### config.mk
export PLATFORM = sky130hd
export DESIGN_NAME = knn_sorter_k
export DESIGN_NICKNAME = d
export VERILOG_FILES = /design/src/rtl/knn_sorter_k.sv
export SDC_FILE = /design/constraint.sdc
export NUM_CORES = 2
export LEC_CHECK = 0
export BUFFER_PORTS_ARGS = -buffer_cell sky130_fd_sc_hd__buf_4
export CORE_MARGIN = 4
export CORE_UTILIZATION = 55
export CTS_CLUSTER_DIAMETER = 80
export DETAILED_ROUTE_END_ITERATION = 12
export PLACE_DENSITY = 0.83
export RECOVER_POWER = 100
export SLEW_MARGIN = 20
export SYNTH_ARGS = -nofsm -noshare
export SYNTH_HDL_FRONTEND = slang
export SYNTH_SLANG_ARGS = --single-unit
### constraint.sdc
create_clock -name clk -period 8.6 [get_ports clk]
set_input_delay 0 -clock clk [delete_from_list [all_inputs] [get_ports clk]]
set_output_delay 0 -clock clk [all_outputs]
set_load 0.01 [all_outputs]
### src/rtl/knn_sorter_k.sv
// Streaming K-nearest-neighbour sorter: squared-distance pipeline feeding a
// sorted compare-and-shift list of the K closest labelled training points.
module knn_sorter_k #(
  parameter int DATA_W = 16,
  parameter int LABEL_W = 8,
  parameter int K = 4,
  localparam int IDX_W = (K > 1) ? $clog2(K) : 1,
  localparam int DIST_W = 2 * DATA_W + 3
) (
  input  logic                      clk,
  input  logic                      rst,
  input  logic                      start,
  input  logic signed [DATA_W-1:0]  test_x,
  input  logic signed [DATA_W-1:0]  test_y,
  input  logic                      in_valid,
  output logic                      in_ready,
  input  logic signed [DATA_W-1:0]  in_x,
  input  logic signed [DATA_W-1:0]  in_y,
  input  logic [LABEL_W-1:0]        in_label,
  input  logic                      finish,
  output logic                      busy,
  output logic                      done,
  output logic [IDX_W:0]            count,
  input  logic [IDX_W-1:0]          rd_idx,
  output logic                      rd_valid,
  output logic [DIST_W-1:0]         rd_dist,
  output logic [LABEL_W-1:0]        rd_label
);

  localparam int SQ_W = 2 * DATA_W + 2;
  localparam logic [IDX_W:0] CNT_MAX = (IDX_W + 1)'(K);

  typedef enum logic [1:0] {S_IDLE, S_ACCEPT, S_DRAIN, S_DONE} state_t;

  function automatic logic signed [DATA_W:0] diff_ext(
    input logic signed [DATA_W-1:0] a,
    input logic signed [DATA_W-1:0] b
  );
    return $signed({a[DATA_W-1], a}) - $signed({b[DATA_W-1], b});
  endfunction

  // Square of a difference is never negative, so the signed product maps
  // straight onto the unsigned distance range.
  function automatic logic [DIST_W-1:0] square(input logic signed [DATA_W:0] v);
    logic signed [SQ_W-1:0] p;
    p = SQ_W'(v) * SQ_W'(v);
    return DIST_W'($unsigned(p));
  endfunction

  state_t state_q, state_d;

  logic signed [DATA_W-1:0] test_x_q, test_y_q;
  logic signed [DATA_W:0]   dx_p1, dy_p1;
  logic [LABEL_W-1:0]       label_p1, label_p2;
  logic [DIST_W-1:0]        dist_p2;
  logic                     vld_p1, vld_p2;

  logic [DIST_W-1:0]  ldist   [K];
  logic [LABEL_W-1:0] llabel  [K];
  logic [K-1:0]       lvld;
  logic [DIST_W-1:0]  ldist_n [K];
  logic [LABEL_W-1:0] llabel_n[K];
  logic [K-1:0]       lvld_n;
  logic [K-1:0]       gt;
  logic [K:0]         gtx;
  logic               ins_en;
  logic               xfer;

  assign in_ready = (state_q == S_ACCEPT);
  assign busy     = (state_q == S_ACCEPT) || (state_q == S_DRAIN);
  assign done     = (state_q == S_DONE);
  assign xfer     = in_valid & in_ready;

  always_comb begin
    state_d = state_q;
    if (start) begin
      state_d = S_ACCEPT;
    end else begin
      case (state_q)
        S_ACCEPT: if (finish) state_d = S_DRAIN;
        // S2 drains on the same edge, so an empty S1 means the list is final.
        S_DRAIN:  if (!vld_p1) state_d = S_DONE;
        default:  state_d = state_q;
      endcase
    end
  end

  // Slot i takes the new point when it is the first "greater" slot and
  // takes slot i-1's entry when an earlier slot already was.
  always_comb begin
    ldist_n  = ldist;
    llabel_n = llabel;
    lvld_n   = lvld;
    for (int i = 0; i < K; i++) begin
      gt[i] = !lvld[i] || (ldist[i] > dist_p2);
    end
    gtx = {gt, 1'b0};
    for (int i = 0; i < K; i++) begin
      if (gt[i] && !gtx[i]) begin
        ldist_n[i]  = dist_p2;
        llabel_n[i] = label_p2;
        lvld_n[i]   = 1'b1;
      end
    end
    for (int i = 1; i < K; i++) begin
      if (gt[i] && gtx[i]) begin
        ldist_n[i]  = ldist[i-1];
        llabel_n[i] = llabel[i-1];
        lvld_n[i]   = lvld[i-1];
      end
    end
    ins_en = vld_p2 && (|gt);
  end

  always_ff @(posedge clk) begin
    if (!rst) begin
      state_q  <= S_IDLE;
      vld_p1   <= 1'b0;
      vld_p2   <= 1'b0;
      lvld     <= '0;
      count    <= '0;
      test_x_q <= '0;
      test_y_q <= '0;
    end else begin
      state_q <= state_d;
      if (start) begin
        test_x_q <= test_x;
        test_y_q <= test_y;
        vld_p1   <= 1'b0;
        vld_p2   <= 1'b0;
        lvld     <= '0;
        count    <= '0;
      end else begin
        vld_p1 <= xfer;
        vld_p2 <= vld_p1;
        if (ins_en) begin
          lvld <= lvld_n;
          if (count != CNT_MAX) count <= count + (IDX_W + 1)'(1);
        end
      end
    end
  end

  always_ff @(posedge clk) begin
    // S1: per-axis differences
    dx_p1    <= diff_ext(in_x, test_x_q);
    dy_p1    <= diff_ext(in_y, test_y_q);
    label_p1 <= in_label;
    // S2: squared distance
    dist_p2  <= square(dx_p1) + square(dy_p1);
    label_p2 <= label_p1;
    // S3: sorted insertion
    if (ins_en) begin
      ldist  <= ldist_n;
      llabel <= llabel_n;
    end
  end

  always_comb begin
    rd_valid = 1'b0;
    rd_dist  = '0;
    rd_label = '0;
    for (int i = 0; i < K; i++) begin
      if (rd_idx == IDX_W'(i) && lvld[i]) begin
        rd_valid = 1'b1;
        rd_dist  = ldist[i];
        rd_label = llabel[i];
      end
    end
  end

endmodule

### Word level (Yosys, flattened, before mapping)

Cells that the tools add are included.

| cells by class | value |
|---|---|
| $add $sub $neg | 4 |
| multiply operators | 2 |
| magnitude comparators | 4 |
| eq/ne operators | 11 |
| mux-type cells | 34 |
| bitwise operators | 2 |
| reduce and logical (&&, ||, !) cells | 38 |

Operators with widths:

| operator | number |
|---|---|
| 35-bit 2-to-1 mux | 10 |
| 35-bit greater-than comparator | 4 |
| 8-bit 2-to-1 mux | 10 |
| 17-bit by 17-bit multiplier with 34-bit output | 2 |
| 34-bit by 34-bit adder with 35-bit output | 1 |
| 16-bit by 16-bit subtractor with 17-bit output | 2 |
| 1-bit logical AND | 11 |
| 1-bit 2-to-1 mux | 11 |
| 2-bit AND reduction | 5 |
| 2-bit == test, second input constant | 4 |
| 2-bit nonzero test | 4 |
| 1-bit logical NOT | 7 |
| 3-bit != test, second input constant | 2 |
| 3-bit AND reduction | 2 |
| 1-bit logical OR | 5 |
| 2-bit by 1-bit == test with 1-bit output, second input constant | 2 |
| 2-bit 2-to-1 mux | 2 |
| 2-bit case mux with 2 select lines | 1 |
| 4-bit OR reduction | 1 |
| 3-bit by 1-bit adder with 3-bit output, second input constant | 1 |
| 3-bit by 2-bit != test with 1-bit output, second input constant | 1 |
| 3-bit nonzero test | 1 |
| 2-bit logical NOT | 1 |
| 2-bit by 1-bit != test with 1-bit output, second input constant | 1 |
| 4 further kinds | 4 |

| word-level totals | value |
|---|---|
| register bits after elaboration | 300 |
| input port bits | 79 |
| output and inout bits | 50 |
| logic and storage cells | 119 |

### Logic depth before layout (Yosys ltp)

| depth | value |
|---|---|
| word-level depth | 6 |
| gate-level depth with buffers | 34 |
| mapped depth without buffers | 33 |

### Worst setup path before layout

OpenSTA, ideal clock, no wires.

| timing path | value |
|---|---|
| path type | reg2reg |
| start | register dx_p1[2] |
| end | register dist_p2[32] |
| library setup time | 0.117 ns |
| arrival | 7.391 ns |
| required time | 8.483 ns |
| slack | 1.092 ns |
| stages on the path, launching flop included | 34 |
| path buffers | 2 |
| clock period less this slack | 7.508 ns |
| cell sequence | dfxtp_1 > clkbuf_1 > clkbuf_1 > nand2_1 > inv_1 > fa_1 > inv_1 > fa_1 > fa_1 > inv_1 > fa_1 > fa_1 > inv_1 > fa_1 > inv_1 > ha_1 > a21o_1 > a21o_1 > a21oi_1 > nand2_1 > a21o_1 > a21o_1 > a21o_1 > a21oi_1 > xnor2_1 > ha_1 > a21oi_1 > o21ai_0 > a21oi_1 > a2bb2oi_1 > o31ai_1 > o31a_1 > a21o_1 > o22a_1 |

| on the way | value |
|---|---|
| cells in the longest elaborated chain, start to end | 2 |

RTL lines:

| what | line | source |
|---|---|---|
| from (decl) | 53 | `logic signed [DATA_W:0] dx_p1, dy_p1;` |
| from (signal assigned) | 146 | `dx_p1 <= diff_ext(in_x, test_x_q);` |
| 17-bit by 17-bit multiplier with 34-bit output | 46 | `p = SQ_W'(v) * SQ_W'(v);` |
| 34-bit by 34-bit adder with 35-bit output | 150 | `dist_p2 <= square(dx_p1) + square(dy_p1);` |
| to (signal assigned) | 150 |  |
| to (decl) | 55 | `logic [DIST_W-1:0] dist_p2;` |

Every way passes these cells.
A chain may end at the register's enable or synchronous reset.

### Worst setup path in the final report

| timing path | value |
|---|---|
| start | register dy_p1[2] |
| end | register dist_p2[32] |

| on the way | value |
|---|---|
| cells in the longest elaborated chain, start to end | 2 |

RTL lines:

| what | line | source |
|---|---|---|
| from (decl) | 53 |  |
| from (signal assigned) | 147 | `dy_p1 <= diff_ext(in_y, test_y_q);` |
| 17-bit by 17-bit multiplier with 34-bit output | 46 |  |
| 34-bit by 34-bit adder with 35-bit output | 150 |  |

Every way passes these cells.

==> flow_metrics.env <==
export IMPL_grt_pass1_vias=29536
export IMPL_worst_slew_pin_slew_ns=2.06
export IMPL_slew_violations=274
export IMPL_htreeDepth=1
export IMPL_critPathCaptureType="register"
export IMPL_vias=27159
export IMPL_fin_tns_setup_ns=0
export IMPL_slew_limit_headroom_pct=-37.5
export IMPL_layout_worst_path_cycle_share_pct=95.2
export IMPL_viasPerCell=5.66
export IMPL_max_freq_ghz=0.122
export IMPL_synth_edf_count=172
export IMPL_syn_avg_cell_area_um2=10.1
export IMPL_grt_pass1_wl_um=153000
export IMPL_root_buffer="clkbuf_16"
export IMPL_io_buffers=128
export IMPL_final_core_util_pct=62.2
export IMPL_crit_path_start_kind="register"
export IMPL_hpwl_um=70300
export IMPL_fp_dieArea_mm2=0.0709
export IMPL_row_count=94
export IMPL_syn_to_final_growth_pct=12.0
export IMPL_ff2ff_path_depth=30
export IMPL_route_detailed_drc=0
export IMPL_initial_core_util_pct=55.6
export IMPL_maxCapViolations=10
export IMPL_final_antenna_net_count=0
export IMPL_cts_buffers=30
export IMPL_finalCriticalPeriod_ns=8.19
export IMPL_worstPathMaxFanout=20
export IMPL_clock_skew_ns=0.0183
export IMPL_clockBufferDepth=3
export IMPL_ioPinCount=129
export IMPL_grt_overflow=0
export IMPL_antenna_found_initial=4
export IMPL_layout_nets=4923
export IMPL_insertion_delay_ns=0.60
export IMPL_reg2reg_to="dist_p2[32]"
export IMPL_netlist_cell_type_count=73
export IMPL_hold_viol_final=0
export IMPL_rr_startpoint="dy_p1[2]"
export IMPL_critPathArrivalTime_ns=8.66
export IMPL_rsz0062_at_grt="no"
export IMPL_drt_iter0_markers=1879
export IMPL_cp_data_required_time_ns=9.08
export IMPL_synth_area_mm2=0.0367
export IMPL_wirelength_um=93000
export IMPL_synth_top_flop_cell="edfxtp_1"
export IMPL_globalRouteTotalUtil_pct=26.6
export IMPL_final_cells=4802
export IMPL_yosysTopAreaCell="fa_1"
export IMPL_yosysMostFrequentCell="inv_1"
export IMPL_cts_tree="done"
export IMPL_failed_checks="capacitance limit, slew limit"
export IMPL_die_w_um=266
export IMPL_synth_top_area_share_pct=29.5
export IMPL_hold_depth=2
export IMPL_fp_dieH_um=266
export IMPL_dp_cells=4596
export IMPL_cts_sinks=300
export IMPL_syn_instance_count=3648
export IMPL_netlist_top_cells_area="fa_1 30%, edfxtp_1 14%, ha_1 13%"
export IMPL_clk_pin_slew_ns=0.06
export IMPL_drive_gt1_share_pct=8.16
export IMPL_syn_num_nets=4659
export IMPL_async_flop_share_pct=0
export IMPL_path_class="reg -> reg"
export IMPL_routedWlPerCell_um=19.4
export IMPL_ys_top_cells_by_count="793 x inv_1, 541 x fa_1, 391 x ha_1"
export IMPL_cp_slowest_cell="dfxtp_1"
export IMPL_cp_common_cell="fa_1"
export IMPL_hold_path_end="label_p1[7]"
export IMPL_gp_congestion=0.948
export IMPL_firstDrtPassIters=8
export IMPL_ys_ff_latch=300
export IMPL_status="complete, but fails checks"
export IMPL_core_mm2=0.0660
export IMPL_grt_max_degree=45
export IMPL_yosys_warnings=0
export IMPL_reg2reg_slack_ns=0.41
export IMPL_hp_start="in_label[7]"
export IMPL_setup_violations_final=0
export IMPL_min_path_type="in -> reg"
export IMPL_synth_seq_area_share_pct=21.1
export IMPL_max_stage_delay_ns=0.87
cells in the final DEF, fill, tap and decap left out, types with 16 or more instances in the layout:
cell type and instances:
a211oi_1 16, a21o_1 79, a21oi_1 177, a22oi_1 46
and2_1 94, and3_1 16, buf_4 108, clkbuf_1 60
clkbuf_16 30, dfxtp_1 119, dlygate4sd3_1 148, edfxtp_1 172
fa_1 541, ha_1 391, inv_1 793, mux2_2 128
mux2i_1 33, nand2_1 226, nand2b_1 20, nand3_1 26
nand4_1 29, nor2_1 105, nor2b_1 73, nor3_1 35
o21ai_0 95, o22ai_1 46, xnor2_1 101, xor2_1 32
cell families (layout without fill, tap and decap cells):
kind of cell | count (synthesis) | after routing | synth area share [%]
AND/OR/NAND/NOR | 670 | 670 | 9.08
buffers and inverters | 884 | 1172 | 9.11
multiplexers | 161 | 161 | 4.83
flip-flops | 300 | 300 | 21.1
adder cells (fa/ha/maj) | 932 | 932 | 42.9
XOR/XNOR | 133 | 133 | 3.18
other | 0 | 2 | 0
AO/OA/AOI/OAI | 568 | 568 | 9.88
per-layer routing:
metal	vias up	wire, um	track usage [%]	share of wire [%]
li1	12419	-	-	-
met1	13354	36800	34.2	40
met2	1166	46000	46.8	49
met3	216	7130	4.52	7.7
met4	4	3060	7.75	3.3
met5	-	36	0	0.039
timing repair:
action	4_1_cts	5_1_grt
hold buffers	148	0
endpoints found under the hold margin	77	0
gates resized for setup	0	9
buffers inserted	0	0
endpoints found under the setup margin	0	5
sequential cells by signal (all words and copies together) (netlist names), 8 cells and up:
name	cells
dy_p1	17
llabel	32
test_y_q	16
label_p1	8
dist_p2	35
test_x_q	16
dx_p1	17
label_p2	8
ldist	140
worst max-delay path by stage:
stage                  start          end  slack (ns)  cells past startpoint
floorplan           dx_p1[2]  dist_p2[32]        1.09                     33
global placement    dx_p1[3]  dist_p2[31]        0.44                     29
detailed placement  dx_p1[3]  dist_p2[32]        0.35                     29
CTS                 dx_p1[3]  dist_p2[32]        0.32                     29
global route        dy_p1[2]  dist_p2[31]       0.005                     30
finish              dy_p1[2]  dist_p2[32]        0.41                     30
metrics by stage:
stage	setup slack (ns)	area (um2)	hold WS, ns
after floorplan	1.09	36700	0.0277
final	0.414	41100	0.0748
after global placement	0.436	38700	0.105
after detailed placement	0.348	38700	0.107
after CTS	0.324	41300	0.0296
after global routing	0.00531	41100	0.0657
worst max-delay path: cells and delay by family (launching register included):
family,cells,cell delay (ns)
adder cells (fa/ha/maj),8,3.51
AO/OA/AOI/OAI,11,2.10
AND/OR/NAND/NOR,5,0.90
flip-flops,1,0.87
buffers and inverters,5,0.36
XOR/XNOR,1,0.31
layout make-up:
| cell class | instances | area [um2] |
|---|---|---|
| fill | 5064 | 24900 |
| sequential | 300 | 7740 |
| multi-input combinational | 2464 | 25600 |
| timing repair buffer | 322 | 2570 |
| tap | 864 | 1080 |
| antenna | 2 | 5.00 |
| inverter | 794 | 2980 |
| clock inverter | 24 | 333 |
| clock buffer | 32 | 758 |
Power is not shown: default switching activity piles up to over one toggle a cycle in this logic, so the estimate is an artifact.
